--- src/rtl/instr_reg_ctrl.sv ---
// instr_reg_ctrl: clocked sequencer driving the async instruction register.
// Fetches or debug-injects words, runs the 4-phase IR handshake, flags timeouts.
//
// Ports:
//   clk, rst_n           clock, async active-low reset
//   start, halt          run control (pulse / level)
//   pc_load, pc_in       PC preset, honoured only in IDLE
//   mem_rd, mem_addr     fetch request (held until mem_valid), address = pc
//   mem_valid, mem_data  fetch response, same cycle
//   dbg_req, dbg_instr   debug word request (level) and word
//   dbg_gnt              1-cycle pulse once the debug word is captured
//   ir_data, ir_ph       word and phase code to the IR
//   ir_ack_next          request to the IR (0 = present, 1 = release)
//   ir_ack_befo          async acknowledge from the IR
//   pc, busy, tmo_err    status
module instr_reg_ctrl #(
  parameter int ADDR_W  = 8,
  parameter int TMO_CYC = 15
) (
  input  logic              clk,
  input  logic              rst_n,
  input  logic              start,
  input  logic              halt,
  input  logic              pc_load,
  input  logic [ADDR_W-1:0] pc_in,
  output logic              mem_rd,
  output logic [ADDR_W-1:0] mem_addr,
  input  logic              mem_valid,
  input  logic [15:0]       mem_data,
  input  logic              dbg_req,
  input  logic [15:0]       dbg_instr,
  output logic              dbg_gnt,
  output logic [15:0]       ir_data,
  output logic [1:0]        ir_ph,
  output logic              ir_ack_next,
  input  logic              ir_ack_befo,
  output logic [ADDR_W-1:0] pc,
  output logic              busy,
  output logic              tmo_err
);

  typedef enum logic [2:0] {
    IDLE,
    FETCH,
    PRESENT,
    RELEASE,
    ERR
  } state_t;

  localparam logic [3:0] TMO_LAST = 4'(TMO_CYC - 1);

  state_t      state;
  logic [15:0] word;
  logic [3:0]  tmo_cnt;
  logic        ack_m;
  logic        ack_s;
  logic        tmo_hit;

  assign mem_addr = pc;
  assign tmo_hit  = (tmo_cnt == TMO_LAST);

  always_ff @(posedge clk or negedge rst_n) begin
    if (!rst_n) begin
      ack_m <= 1'b0;
      ack_s <= 1'b0;
    end else begin
      ack_m <= ir_ack_befo;
      ack_s <= ack_m;
    end
  end

  always_ff @(posedge clk or negedge rst_n) begin
    if (!rst_n) begin
      state       <= IDLE;
      word        <= '0;
      tmo_cnt     <= '0;
      pc          <= '0;
      mem_rd      <= 1'b0;
      dbg_gnt     <= 1'b0;
      ir_data     <= '0;
      ir_ph       <= 2'b11;
      ir_ack_next <= 1'b1;
      busy        <= 1'b0;
      tmo_err     <= 1'b0;
    end else begin
      dbg_gnt <= 1'b0;
      tmo_cnt <= tmo_cnt + 4'd1;
      unique case (state)
        IDLE: begin
          if (pc_load) pc <= pc_in;
          if (dbg_req) begin
            state       <= PRESENT;
            word        <= dbg_instr;
            ir_data     <= dbg_instr;
            ir_ph       <= dbg_instr[15:14];
            ir_ack_next <= 1'b0;
            tmo_cnt     <= '0;
            dbg_gnt     <= 1'b1;
            busy        <= 1'b1;
          end else if (start) begin
            state  <= FETCH;
            mem_rd <= 1'b1;
            busy   <= 1'b1;
          end
        end
        FETCH: begin
          if (mem_valid) begin
            state       <= PRESENT;
            word        <= mem_data;
            ir_data     <= mem_data;
            ir_ph       <= mem_data[15:14];
            ir_ack_next <= 1'b0;
            tmo_cnt     <= '0;
            mem_rd      <= 1'b0;
            pc          <= pc + ADDR_W'(1);
          end
        end
        PRESENT: begin
          if (ack_s) begin
            state       <= RELEASE;
            ir_ph       <= ~word[15:14];
            ir_ack_next <= 1'b1;
            tmo_cnt     <= '0;
          end else if (tmo_hit) begin
            state       <= ERR;
            ir_ph       <= ~word[15:14];
            ir_ack_next <= 1'b1;
            tmo_err     <= 1'b1;
          end
        end
        RELEASE: begin
          if (!ack_s) begin
            if (dbg_req) begin
              state       <= PRESENT;
              word        <= dbg_instr;
              ir_data     <= dbg_instr;
              ir_ph       <= dbg_instr[15:14];
              ir_ack_next <= 1'b0;
              tmo_cnt     <= '0;
              dbg_gnt     <= 1'b1;
            end else if (halt) begin
              state <= IDLE;
              busy  <= 1'b0;
            end else begin
              state  <= FETCH;
              mem_rd <= 1'b1;
            end
          end else if (tmo_hit) begin
            state   <= ERR;
            tmo_err <= 1'b1;
          end
        end
        ERR: begin
          // IR must have dropped its ack before we let go.
          if (start && !ack_s) begin
            state   <= IDLE;
            tmo_err <= 1'b0;
            busy    <= 1'b0;
          end
        end
        default: begin
          state       <= IDLE;
          mem_rd      <= 1'b0;
          ir_ack_next <= 1'b1;
          busy        <= 1'b0;
        end
      endcase
    end
  end

endmodule

--- config.mk ---
export PLATFORM = sky130hd
export DESIGN_NAME = instr_reg_ctrl
export DESIGN_NICKNAME = d
export VERILOG_FILES = /design/src/rtl/instr_reg_ctrl.sv
export SDC_FILE = /design/constraint.sdc
export NUM_CORES = 1
export LEC_CHECK = 0
export CAP_MARGIN = 20
export CORE_MARGIN = 5
export CORE_UTILIZATION = 49
export DETAILED_ROUTE_END_ITERATION = 10
export HOLD_SLACK_MARGIN = 0.03
export PLACE_DENSITY = 0.86
export SETUP_SLACK_MARGIN = 0.4
export SYNTH_ARGS = -nofsm -noshare
export SYNTH_HDL_FRONTEND = slang
export SYNTH_SLANG_ARGS = --single-unit
--- constraint.sdc ---
create_clock -name clk -period 3.8 [get_ports clk]
set_input_delay 0.76 -clock clk [delete_from_list [all_inputs] [get_ports clk]]
set_output_delay 0.76 -clock clk [all_outputs]
set_load 0.05 [all_outputs]
==> results of run 1 <==
==> logic make-up (layout without fill, tap and decap cells) <==
family / count (synthesis) / count (layout) / share of synthesized area [%]
compound gates: 57 / 57 / 15.7
fa+ha+maj: 3 / 3 / 1.55
buf+inv: 28 / 102 / 7.22
simple gates: 64 / 64 / 14.6
mux: 37 / 37 / 18.8
xor+xnor: 2 / 2 / 0.723
flops: 40 / 40 / 41.4
==> per-layer routing <==
| metal | global-route usage (%) | routed length, µm |
|---|---|---|
| met5 | 0 | 0 |
| met3 | 6.17 | 610 |
| met4 | 7.94 | 95 |
| met2 | 29.1 | 2820 |
| met1 | 24.4 | 2350 |
==> power by group through the flow <==
stage	Clock, mW	Sequential (mW)	Combinational (mW)
floorplan	0	1.33	1.05
global placement	0	0.816	2.07
detailed placement	0	0.828	2.10
CTS	0.308	0.823	2.11
global route	0.324	0.858	2.21
finish	0.301	0.821	2.09
==> per-stage QoR <==
| stage | instance area (µm²) | worst slack [ns] |
|---|---|---|
| after floorplan | 2420 | 1.87 |
| after CTS | 3330 | 1.38 |
| after global placement | 3240 | 1.12 |
| after global routing | 3330 | 1.25 |
| after detailed placement | 3240 | 1.07 |
| final | 3330 | 1.38 |
==> Yosys cell counts (3+ instances only) <==
cell	count	area (µm²)
dfstp_2	3	78.8
nand3_1	8	40.0
a21oi_1	16	80.1
clkbuf_1	7	26.3
o22ai_1	4	25.0
mux2_2	24	270
buf_4	9	67.6
nor3_1	6	30.0
nand2_1	14	52.6
mux2_4	11	165
inv_1	5	18.8
ha_1	3	37.5
nor2b_1	4	25.0
o21ai_0	13	65.1
a31oi_1	3	18.8
buf_2	4	20.0
nor2_1	11	41.3
dfrtp_1	37	926
==> final cells by class <==
type	count	area, µm²
clock inverter	1	7.51
fill	386	1420
sequential	40	1000
timing repair buffer	89	878
clock buffer	7	86.3
multi-input combinational	163	1250
tap	67	83.8
inverter	5	18.8
==> registers in the layout, summed over array words and instances (netlist names), 2 cells and up <==
signal,flops
state,3
mem_addr,8
ir_ph,2
ir_data,16
tmo_cnt,4
==> layout by cell type (no fill, tap or decap), drive strengths merged, types with 2 or more instances in the layout <==
cell type | synthesis | routed
buf | 16 | 4
clkdlybuf4s50 | 0 | 85
a22oi | 2 | 2
nand3 | 8 | 8
dfstp | 3 | 3
a2bb2oi | 2 | 2
nor2 | 12 | 12
nor2b | 6 | 6
o211ai | 2 | 2
ha | 3 | 3
and2 | 2 | 2
nand4 | 2 | 2
mux2i | 2 | 2
a21oi | 16 | 16
nor3 | 6 | 6
clkbuf | 7 | 7
nand2b | 2 | 2
a211oi | 2 | 2
o21ai | 13 | 13
dfrtp | 37 | 37
inv | 5 | 5
and3 | 2 | 2
o21a | 2 | 2
nand2 | 14 | 14
a32oi | 2 | 2
or3 | 2 | 2
mux2 | 35 | 35
o22ai | 4 | 4
a31oi | 4 | 4
==> worst max path at each step <==
stage                  start         end  slack, ns
floorplan            dbg_req  ir_data[0]       1.87
global placement     dbg_req  ir_data[7]       1.12
detailed placement   dbg_req  ir_data[3]       1.07
CTS                  dbg_req  ir_data[3]       1.38
global route        state[2]  ir_data[3]       1.25
finish              state[2]  ir_data[3]       1.38
==> worst reg2reg max path: stages, from the launching register on <==
cell and delay (ns):
dfrtp_1 0.81, inv_1 0.28, o211a_4 0.23, a31oi_4 0.58
mux2_2 0.42
==> out/results.ini, run 1 <==
[power]
power_leakage_nw=1.33
p_comb_share_pct=65.1
p_switching_mw=1.58
netSwitchingFraction_pct=49.2
p_int_mw=1.63
p_seq_share_pct=25.5
p_per_area_nw_per_um2=965
finalPower_mw=3.21
peakVddDrop_mv=0.465
power.clock.fraction_pct=9.4

[synth]
ys_ff_latch=40
syn_nets=282
ys_async_sr_fraction_pct=100
avgSynthCellArea_um2=10.5
yosysSeqAreaShare_pct=41.4
synth_edf_count=0
yosysWarnings=0
ys.flop_type=dfrtp_1
ys_types=53
synthCells=231
netlist_area_um2=2420

[floorplanning]
die_h_um=80.3
num_io_pins=87
die_x_um=80.3
start_util_pct=51.0
rows=25
core_um2=4750
dieArea_um2=6460

[flow_run]
maxCapViolCount=0

[cts]
cts_sinks=40
cts_buffers=5
clock_latency_ns=0.30
post_cts_buffers=0
cts_tree=done
cts-root-buf=clkbuf_8
htree_levels=2
cts.clk_slew.worst_paths_ns=0.07
cts_buffer_depth=2
cts_resized=0
cts_hold_repair.buffers=0

[sta]
relSlewSlack_pct=39.7
max_slew.worst_pin.slew_ns=0.905
post-route-min-period_ns=2.42
fmax_ghz=0.413
finalSetupTns_ns=0
rsz0062_at_grt=false
post-route-period-util_pct=63.8
drv_slew=0
hold_viol_final=0
whs_ns=0.351
skew_ns=0.0117
setup_viol=0

[placement]
gp_congestion=0.849
dp_cells=364
hpwl_mm=4.29
port_buffers=86

[layout]
drive_gt1_share_pct=18.7
final_core_util_pct=70.1
nets=355
syn_to_final_growth_pct=37.4
final_cells=372
n_antenna_cell=0

[route]
num_vias=2116
drt-vias-per-instance=5.69
drc=0
routed_wl_mm=5.87
ant_nets=0
routedWlPerCell_um=15.8
dr.pass1.iters=6
drtIter0Drc=216

[setup_path]
setup.worst_path.class=reg -> reg
rr_worst_depth=4
cp.required_ns=3.98
cpPeakStageDelay_ns=0.81
cpMaxStageDelayCell=dfrtp_1
path_buf_inv=1
worstPathArrival_ns=2.60
reg2reg_from=state[2]
cp_num_cells=4
critPathTopFamily=flip-flops
end_kind=register
r2r_setup_slack_ns=1.38
r2r-end=ir_data[3]
cp_max_fo=22
crit_chain=inv_1, o211a_4, a31oi_4, mux2_2
start_kind=register

[run_status]
outcome=finished clean

[global_routing]
antenna_found_initial=0
grt_pass1_wl_mm=9.31
grt_max_degree=41
overflow=0
grt_pass1_vias=1943
grt.total_usage_pct=18.9

[min_path]
hold_path_end=ack_s
hold_path.class=reg -> reg
min_path_cells=0
hp-start=ack_m

Power figures use the tool's default switching activity.
==> inputs of run 2 (changes only) <==
--- a/config.mk
+++ b/config.mk
@@ -7,10 +7,10 @@
 export LEC_CHECK = 0
 export CAP_MARGIN = 20
 export CORE_MARGIN = 5
-export CORE_UTILIZATION = 49
+export CORE_UTILIZATION = 45
 export DETAILED_ROUTE_END_ITERATION = 10
 export HOLD_SLACK_MARGIN = 0.03
-export PLACE_DENSITY = 0.86
+export PLACE_DENSITY = 0.79
 export SETUP_SLACK_MARGIN = 0.4
 export SYNTH_ARGS = -nofsm -noshare
 export SYNTH_HDL_FRONTEND = slang
==> constraint.sdc (replaced) <==
create_clock -name clk -period 2.3 [get_ports clk]
set_input_delay 0.46 -clock clk [delete_from_list [all_inputs] [get_ports clk]]
set_output_delay 0.46 -clock clk [all_outputs]
set_load 0.05 [all_outputs]
==> out/results.ini, run 2 (same netlist as run 1, synthesis figures left out) <==
[run_status]
outcome=finished clean  ; unchanged

[floorplanning]
dieArea_um2=6960  ; was 6460 µm²
die_h_um=83.4  ; was 80.3 µm
num_io_pins=87  ; unchanged
rows=26  ; was 25
core_um2=5170  ; was 4750 µm²
start_util_pct=46.9  ; was 51.0%
die_x_um=83.4  ; was 80.3 µm

[placement]
gp_congestion=0.884  ; was 0.849
hpwl_mm=4.55  ; was 4.29 mm
port_buffers=86  ; unchanged

[setup_path]
end_kind=primary output  ; was register
path_buf_inv=1  ; unchanged
reg2reg_from=state[1]  ; was state[2]
cp.required_ns=1.84  ; was 3.98 ns
cpMaxStageDelayCell=dlygate4sd2_1  ; was dfrtp_1
setup.worst_path.class=reg -> out  ; was reg -> reg
cpPeakStageDelay_ns=0.55  ; was 0.81 ns
critPathTopFamily=buffers and inverters  ; was flip-flops
worstPathArrival_ns=1.40  ; was 2.60 ns
crit_chain=dlygate4sd2_1  ; was inv_1, o211a_4, a31oi_4, mux2_2
start_kind=register  ; unchanged
crit_start=ir_ack_next  ; was state[2]
cp_max_fo=2  ; was 22

[power]
p_comb_share_pct=63.9  ; was 65.1%
p_per_area_nw_per_um2=1560  ; was 965 nW/µm²
p_int_mw=2.70  ; was 1.63 mW
p_seq_share_pct=25.2  ; was 25.5%
finalPower_mw=5.36  ; was 3.21 mW
netSwitchingFraction_pct=49.7  ; was 49.2%
peakVddDrop_mv=0.757  ; was 0.465 mV
power_leakage_nw=1.49  ; was 1.33 nW
p_switching_mw=2.66  ; was 1.58 mW
power.clock.fraction_pct=11.0  ; was 9.4%

[route]
num_vias=2078  ; was 2116
routed_wl_mm=6.14  ; was 5.87 mm
drt-vias-per-instance=5.33  ; was 5.69
dr.pass1.iters=4  ; was 6
drc=0  ; unchanged
routedWlPerCell_um=15.7  ; was 15.8 µm
drtIter0Drc=150  ; was 216
ant_nets=0  ; unchanged

[global_routing]
antenna_found_initial=0  ; unchanged
grt_max_degree=22  ; was 41
grt_pass1_wl_mm=10.2  ; was 9.31 mm
grt_pass1_vias=2101  ; was 1943
grt.total_usage_pct=17.9  ; was 18.9%
overflow=0  ; unchanged

[cts]
cts_buffers=5  ; unchanged
clock_latency_ns=0.30  ; about the same
cts_tree=done  ; unchanged
cts.clk_slew.worst_paths_ns=0.09  ; was 0.07 ns
cts_sinks=40  ; unchanged
cts_buffer_depth=2  ; unchanged
cts-root-buf=clkbuf_8  ; unchanged
htree_levels=2  ; unchanged
cts_hold_repair.buffers=0  ; unchanged

[sta]
hold_viol_final=0  ; unchanged
relSlewSlack_pct=64.9  ; was 39.7%
finalSetupTns_ns=0  ; unchanged
drv_slew=0  ; unchanged
skew_ns=0.00845  ; was 0.0117 ns
post-route-period-util_pct=80.7
rsz0062_at_grt=false  ; unchanged
setup_viol=0  ; unchanged
fmax_ghz=0.539
post-route-min-period_ns=1.86
max_slew.worst_pin.slew_ns=0.529  ; was 0.905 ns

[layout]
nFillCells=428  ; was 386
drive_gt1_share_pct=24.4  ; was 18.7%
largest_reg_flops=16  ; unchanged
top_register=ir_data  ; unchanged
mostFrequentLayoutCell=clkdlybuf4s50_1  ; unchanged
nets=370  ; was 355
final_cell_mix=45 x clkdlybuf4s50_1, 38 x dlygate4sd2_1, 33 x dfrtp_1  ; was 85 x clkdlybuf4s50_1, 37 x dfrtp_1, 24 x mux2_2
n_antenna_cell=0  ; unchanged
syn_to_final_growth_pct=42.0  ; was 37.4%

[flow_run]
maxCapViolCount=0  ; unchanged

[min_path]
hold_path.class=in -> async  ; was reg -> reg

-- run 2: timing repair --
action / in CTS / in global routing
resized for setup: 40 / 6
buffers inserted: 0 / 3
cloned: 0 / 0
endpoints found under the setup margin: 56 / 21
-- run 2: worst paths after layout --
check	end	slack (ns)	cells after the start
max in group asynchronous	state[0]	1.68	2
min reg2reg	ack_s	0.35	0
max	ir_ack_next	0.44	1
max reg2reg	ir_data[6]	0.46	5
min in group clk	ack_s	0.35	0
min	busy	0.08	1
-- run 2: routing by layer --
| metal | global-route usage (%) | part of all wire, % |
|---|---|---|
| met3 | 6.63 | 9.5 |
| met4 | 4.90 | 1.1 |
| met2 | 28.9 | 47 |
| met5 | 0 | 0 |
| met1 | 22.4 | 42 |
-- run 2: final cells by class --
| class | instances | area (µm²) | share of cell area [%] |
|---|---|---|---|
| Multi-Input combinational cell | 163 | 1250 | 36.4 |
| Sequential cell | 40 | 1010 | 29.3 |
| Timing Repair Buffer | 104 | 961 | 27.9 |
| Tap cell | 70 | 87.6 | 2.54 |
| Clock buffer | 5 | 68.8 | 2.00 |
| Clock inverter | 3 | 42.5 | 1.24 |
| Inverter | 5 | 18.8 | 0.545 |
-- run 2: worst reg2reg max path: stages, from the launching register on --
cell	delay [ns]
dfrtp_2	0.51
and3b_1	0.23
o211a_4	0.26
a31oi_4	0.18
buf_12	0.19
mux2_2	0.35
-- run 2: power by group through the flow --
| stage | combinational (mW) | sequential [mW] | clock (mW) |
|---|---|---|---|
| final | 3.43 | 1.35 | 0.587 |
| after global routing | 3.63 | 1.41 | 0.624 |
| after CTS | 3.39 | 1.36 | 0.596 |
| after detailed placement | 3.59 | 1.38 | 0 |
| after global placement | 3.55 | 1.36 | 0 |
| after floorplan | 1.74 | 2.20 | 0 |
-- run 2: through the flow --
stage / util (%) / cells / hold slack (ns) / cell area, µm² / setup slack (ns)
2_1_floorplan: - / 231 / 0.164 / 2420 / 0.513
3_3_place_gp: 64.6 / 379 / 0.334 / 3340 / 0.200
3_5_place_dp: 64.6 / 379 / 0.336 / 3340 / 0.183
4_1_cts: 65.9 / 387 / 0.0874 / 3410 / 0.401
5_1_grt: 66.6 / 390 / 0.109 / 3440 / 0.401
6_report: 66.6 / 390 / 0.0812 / 3440 / 0.443
==> RTL edit 1 (flow settings as in run 1) <==
Reset style: synchronous (`rst_n`), changed in 2 clocked blocks. Comments in the files are not updated.
--- a/src/rtl/instr_reg_ctrl.sv
+++ b/src/rtl/instr_reg_ctrl.sv
@@ -59,7 +59,7 @@
   assign mem_addr = pc;
   assign tmo_hit  = (tmo_cnt == TMO_LAST);
 
-  always_ff @(posedge clk or negedge rst_n) begin
+  always_ff @(posedge clk) begin
     if (!rst_n) begin
       ack_m <= 1'b0;
       ack_s <= 1'b0;
@@ -69,7 +69,7 @@
     end
   end
 
-  always_ff @(posedge clk or negedge rst_n) begin
+  always_ff @(posedge clk) begin
     if (!rst_n) begin
       state       <= IDLE;
       word        <= '0;
Formal check against the unedited RTL: differs if rst_n is asserted again (counterexample within 4 cycles, from zero or initial values and one cycle with rst_n low); with rst_n held inactive, the same outputs for 10 cycles.
==> RTL edit 1 against run 1 <==
Cell area is 7.9% lower; global-route usage is 0.49 points higher; highest routed layer unchanged; sequential cell count stayed put; synthesized area is 7.9% lower; critical endpoint is now ir_data[11]; synthesized cell count is 16% higher; count of clock-buffer cells in the layout is 1 higher; clock skew is 0.0065 ns lower; utilization hardly changed; setup slack worse by 0.50 ns; maximum frequency is 17% lower; cell count is 4.6% higher; routed wire length is 3.0% higher.
Power is not compared: it rests on default switching activity, and its combinational part moved more than twofold at a synthesized area within 25%.
==> RTL edit 1: results (changes against run 1) <==
outcome: "finished clean"  # unchanged
htreeDepth: 2  # unchanged
number_of_global_route_vias_before_repair: 2118  # was 1943
detail_route.iter0.violations: 142  # was 216
final_layout_size_suffix_gt1_frac: 0.0534  # was 0.187
grt_usage: 0.194  # was 0.189
skew_ns: 0.00522  # was 0.0117 ns
most_flops_register: "ir_data"  # unchanged
grt_pass1_wl_mm: 9.87  # was 9.31 mm
grt_antenna_before_repair: 0  # unchanged
fillCellCount: 374  # was 386
leakage_nw: 1.12
cts_buffers: 5  # unchanged
transition_time_of_the_tightest_slew_check_pin_ns: 1.02  # was 0.905 ns
cts_repair_resize_count: 0  # unchanged
port_buf_inserts: 86  # unchanged
hp-class: "reg2reg"  # unchanged
fraction_of_the_mapped_netlist_area_in_compound_gates: 0.256  # was 0.157
largest_reg_flops: 16  # unchanged
seq_area_frac_synth: 0.359  # was 0.414
timing.critical_path.to_type: "flop"  # unchanged
net_total_in_the_final_layout: 387  # was 355
antenna_cells: 0  # unchanged
clk_latency_worst_skew_pair_ns: 0.29
total_vias_in_the_final_route: 2249  # was 2116
synth_top_cells_by_count: "sky130_fd_sc_hd__nand2_1, sky130_fd_sc_hd__dfxtp_1, sky130_fd_sc_hd__a21oi_1"  # was sky130_fd_sc_hd__dfrtp_1, sky130_fd_sc_hd__mux2_2, sky130_fd_sc_hd__a21oi_1
route.detailed.wl_per_inst_um: 15.6  # was 15.8 um
crit_path_max_fanout: 19  # was 22
maximum_resistive_drop_on_vdd_v: 0.000243
postCtsSetupRepairBufs: 0  # unchanged
syn-num-nets: 320  # was 282
place.gp.congestion: 0.783  # was 0.849
muxShareOfSynthArea: 0.0241  # was 0.188
post_synth_main_area_contributors: "sky130_fd_sc_hd__dfxtp_1, sky130_fd_sc_hd__nand2_1, sky130_fd_sc_hd__a311oi_1"  # was sky130_fd_sc_hd__dfrtp_1, sky130_fd_sc_hd__mux2_2, sky130_fd_sc_hd__mux2_4
grt_max_degree: 31  # was 41
postPlaceCellArea_sq_um: 2980  # was 3240 sq um
drt-pass1-iter-count: 4  # was 6
place_hpwl_mm: 4.28  # was 4.29 mm
netlist-cell-type-count: 53  # unchanged
cts.reportedPaths.clkPinSlew_ns: 0.07  # about the same
synthAdderAreaFrac: 0.0168  # was 0.0155
cp.arrival_ns: 3.05  # was 2.60 ns
ys.warnings.count: 0  # unchanged
cts.root.buffer_cell: "sky130_fd_sc_hd__clkbuf_8"  # unchanged
yosys.area_share.xor_xnor: 0.0157  # was 0.00722
synth-async-reset-ratio: 0  # was 1.00
pre_cts_slack_ns: 0.618  # was 1.07 ns
dominantRegCellSynth: "sky130_fd_sc_hd__dfxtp_1"  # was sky130_fd_sc_hd__dfrtp_1
cts_max_path_buffers: 2  # unchanged
final_hold_viol_count: 0  # unchanged
-- RTL edit 1: cell types whose count changed after synthesis, moves of 6 or more --
cell	change
sky130_fd_sc_hd__a21oi_1	+10
sky130_fd_sc_hd__a311oi_1	+15
sky130_fd_sc_hd__dfrtp_1	-37
sky130_fd_sc_hd__dfxtp_1	+40
sky130_fd_sc_hd__mux2_2	-21
sky130_fd_sc_hd__mux2_4	-11
sky130_fd_sc_hd__nand2_1	+37
sky130_fd_sc_hd__o21ai_0	-6
-- RTL edit 1: report_power, final --
part	total [W]	leakage, nW	switching (W)	internal, W
sequential	0.000538	0.330	0.0000605	0.000477
clock	0.000291	0.0455	0.000143	0.000148
combinational	0.000629	0.747	0.000387	0.000242
-- RTL edit 1: through the flow --
step,hold WS (ns),cells
4_1_cts,0.447,389
6_report,0.441,389
5_1_grt,0.486,389
3_3_place_gp,0.415,381
3_5_place_dp,0.427,381
2_1_floorplan,0.412,269
-- RTL edit 1: critical path, stage by stage --
cell and delay, ns:
sky130_fd_sc_hd__clkdlybuf4s50_1 0.71, sky130_fd_sc_hd__nand3b_1 0.21, sky130_fd_sc_hd__a31oi_4 0.52, sky130_fd_sc_hd__and2_1 0.66
sky130_fd_sc_hd__a311oi_1 0.19
-- RTL edit 1: logic make-up (layout without fill, tap and decap cells) --
group,after synthesis,in the layout
flip-flops,40,40
XOR/XNOR,4,4
multiplexers,5,5
AND/OR/NAND/NOR,105,105
buffers and inverters,32,100
adder cells (fa/ha/maj),3,3
AO/OA/AOI/OAI,80,80
-- RTL edit 1: worst paths after layout --
kind / end / slack [ns] / cells after the start / startpoint
worst max register to register: ir_data[11] / 1.21 / 4 / state[1]
worst min register to register: ack_s / 0.44 / 1 / ack_m
worst min-delay path: ack_s / 0.44 / 1 / ack_m
worst max-delay path: ir_data[11] / 0.88 / 5 / dbg_req
-- RTL edit 1: layout make-up --
class | count | area [sq um] | share of cell area
sequential | 40 | 801 | 0.261
inverter | 3 | 11.3 | 0.00367
timing repair buffer | 89 | 883 | 0.288
tap | 52 | 65.1 | 0.0212
multi-input combinational | 197 | 1220 | 0.397
clock buffer | 8 | 90.1 | 0.0294
-- RTL edit 1: per-layer routing --
layer / GRT usage / wire length, um / up-vias
met1: 0.247 / 2550 / 1040
met3: 0.0602 / 527 / 4
met4: 0.0481 / 17 / 0
met2: 0.321 / 2950 / 99
met5: 0 / 0 / -
li1: - / - / 1106
==> RTL edit 2 (config.mk and constraints of run 1) <==
Made on the original files. Change the parameter `TMO_CYC` from 15 to 7.
--- a/src/rtl/instr_reg_ctrl.sv
+++ b/src/rtl/instr_reg_ctrl.sv
@@ -15,7 +15,7 @@
 //   pc, busy, tmo_err    status
 module instr_reg_ctrl #(
   parameter int ADDR_W  = 8,
-  parameter int TMO_CYC = 15
+  parameter int TMO_CYC = 7
 ) (
   input  logic              clk,
   input  logic              rst_n,
Function: changed (a bounded check fails within 10 cycles, from zero or initial values and one cycle with rst_n low).
==> RTL edit 2 against run 1 <==
Clock skew down 0.0036 ns; cell area down 3.3%; maximum frequency is 5.5% lower; routed wire length decreased by 1.0%; setup slack got worse by 0.14 ns; synthesized area decreased by 4.1%; sequential cell count stayed put; total power shrank 3.4%; sequential share of layout area is 1.0 points higher; first-iteration DRC count shrank 42%; critical path type is now in2reg; largest power group unchanged.
==> RTL edit 2: results (changes against run 1) <==
synthAdderAreaFrac: 0.0161  # was 0.0155
synth_top_cells_by_count: "sky130_fd_sc_hd__a21oi_1, sky130_fd_sc_hd__dfrtp_1, sky130_fd_sc_hd__nor2_1"  # was sky130_fd_sc_hd__dfrtp_1, sky130_fd_sc_hd__mux2_2, sky130_fd_sc_hd__a21oi_1
grt_use_met2: 0.328  # was 0.291
timing.critical_path.max_delay_family: "compound AO/OA/AOI/OAI gates"  # was flip-flops
post_synth_main_area_contributors: "sky130_fd_sc_hd__dfrtp_1, sky130_fd_sc_hd__a21oi_1, sky130_fd_sc_hd__mux2i_1"  # was sky130_fd_sc_hd__dfrtp_1, sky130_fd_sc_hd__mux2_2, sky130_fd_sc_hd__mux2_4
pre_cts_slack_ns: 0.901  # was 1.07 ns
place_hpwl_mm: 4.33  # was 4.29 mm
grt_pass1_wl_mm: 9.56  # was 9.31 mm
cp.arrival_ns: 2.79  # was 2.60 ns
final_layout_size_suffix_gt1_frac: 0.0625  # was 0.187
groute.layer.met3.usage: 0.0544  # was 0.0617
route.detailed.wl_per_inst_um: 15.5  # was 15.8 um
fillCellCount: 369  # was 386
skew_ns: 0.00807  # was 0.0117 ns
gate_count_post_synth: 249  # was 231
met1_length_mm: 2.36  # was 2.35 mm
place.gp.congestion: 0.885  # was 0.849
detail_route.iter0.violations: 126  # was 216
leakage_nw: 1.27  # was 1.33 nW
crit_path_max_fanout: 33  # was 22
postPlaceCellArea_sq_um: 3100  # was 3240 sq um
total_vias_in_the_final_route: 2111  # was 2116
met1_usage: 0.239  # was 0.244
grt_usage: 0.194  # was 0.189
number_of_global_route_vias_before_repair: 2028  # was 1943
max_stage_delay_ns: 0.68  # was 0.81 ns
syn-num-nets: 300  # was 282
drt-vias-per-instance: 5.64  # was 5.69
outcome: "finished clean"  # unchanged
netlist-cell-type-count: 52  # was 53
seq_area_frac_synth: 0.432  # was 0.414
power_density_nw_per_um2: 965  # about the same
muxShareOfSynthArea: 0.0871  # was 0.188
fraction_of_the_mapped_netlist_area_in_compound_gates: 0.205  # was 0.157
worst-r2r-setup-slack_ns: 1.53  # was 1.38 ns
worst_hold_slack_ns: 0.365  # was 0.351 ns
maxSlewHeadroom: 0.423  # was 0.397
==> RTL edit 2: changes by cell type in the layout (fill, tap and decap cells not counted), moves of 3 or more <==
cell / before / now
sky130_fd_sc_hd__mux2_2: 24 / 0
sky130_fd_sc_hd__mux2_4: 11 / 0
sky130_fd_sc_hd__a221oi_1: 0 / 4
sky130_fd_sc_hd__inv_1: 5 / 9
sky130_fd_sc_hd__mux2i_1: 2 / 18
sky130_fd_sc_hd__nor2_1: 11 / 23
sky130_fd_sc_hd__a21oi_1: 16 / 37
sky130_fd_sc_hd__nor3b_1: 0 / 3
==> RTL edit 2: layout make-up <==
cell class,instances,share of cell area
clock buffers,6,0.0257
clock inverters,2,0.0120
inverters,9,0.0105
multi-input cells,175,0.348
flip-flops and latches,40,0.312
well taps,54,0.0210
repair buffers,88,0.271
==> RTL edit 2: worst reg2reg max path, delay by kind of cell, from the launching register on <==
family	cells	cell delay, ns
simple gates	2	0.43
compound gates	2	0.88
flops	1	0.88
==> RTL edit 2: final timing paths <==
| kind | startpoint | to | depth (start not counted) |
|---|---|---|---|
| worst min-delay path | ack_m | ack_s | 0 |
| worst max register to register | state[0] | ir_data[3] | 4 |
| worst min register to register | ack_m | ack_s | 0 |
| max in group asynchronous | rst_n | busy | 1 |
| min in group asynchronous | rst_n | mem_addr[1] | 1 |
| worst max-delay path | dbg_req | ir_data[3] | 5 |
==> RTL edit 2: power by group <==
group          switching [W]  total, W  internal, W
clock network       0.000157  0.000371     0.000215
logic                0.00119   0.00187     0.000683
registers           0.000233  0.000859     0.000627
total                0.00158   0.00311      0.00152
==> RTL edit 2: kinds of logic after synthesis <==
group	after synthesis
xor+xnor	3
buf+inv	34
compound gates	77
mux	20
simple gates	72
flops	40
fa+ha+maj	3
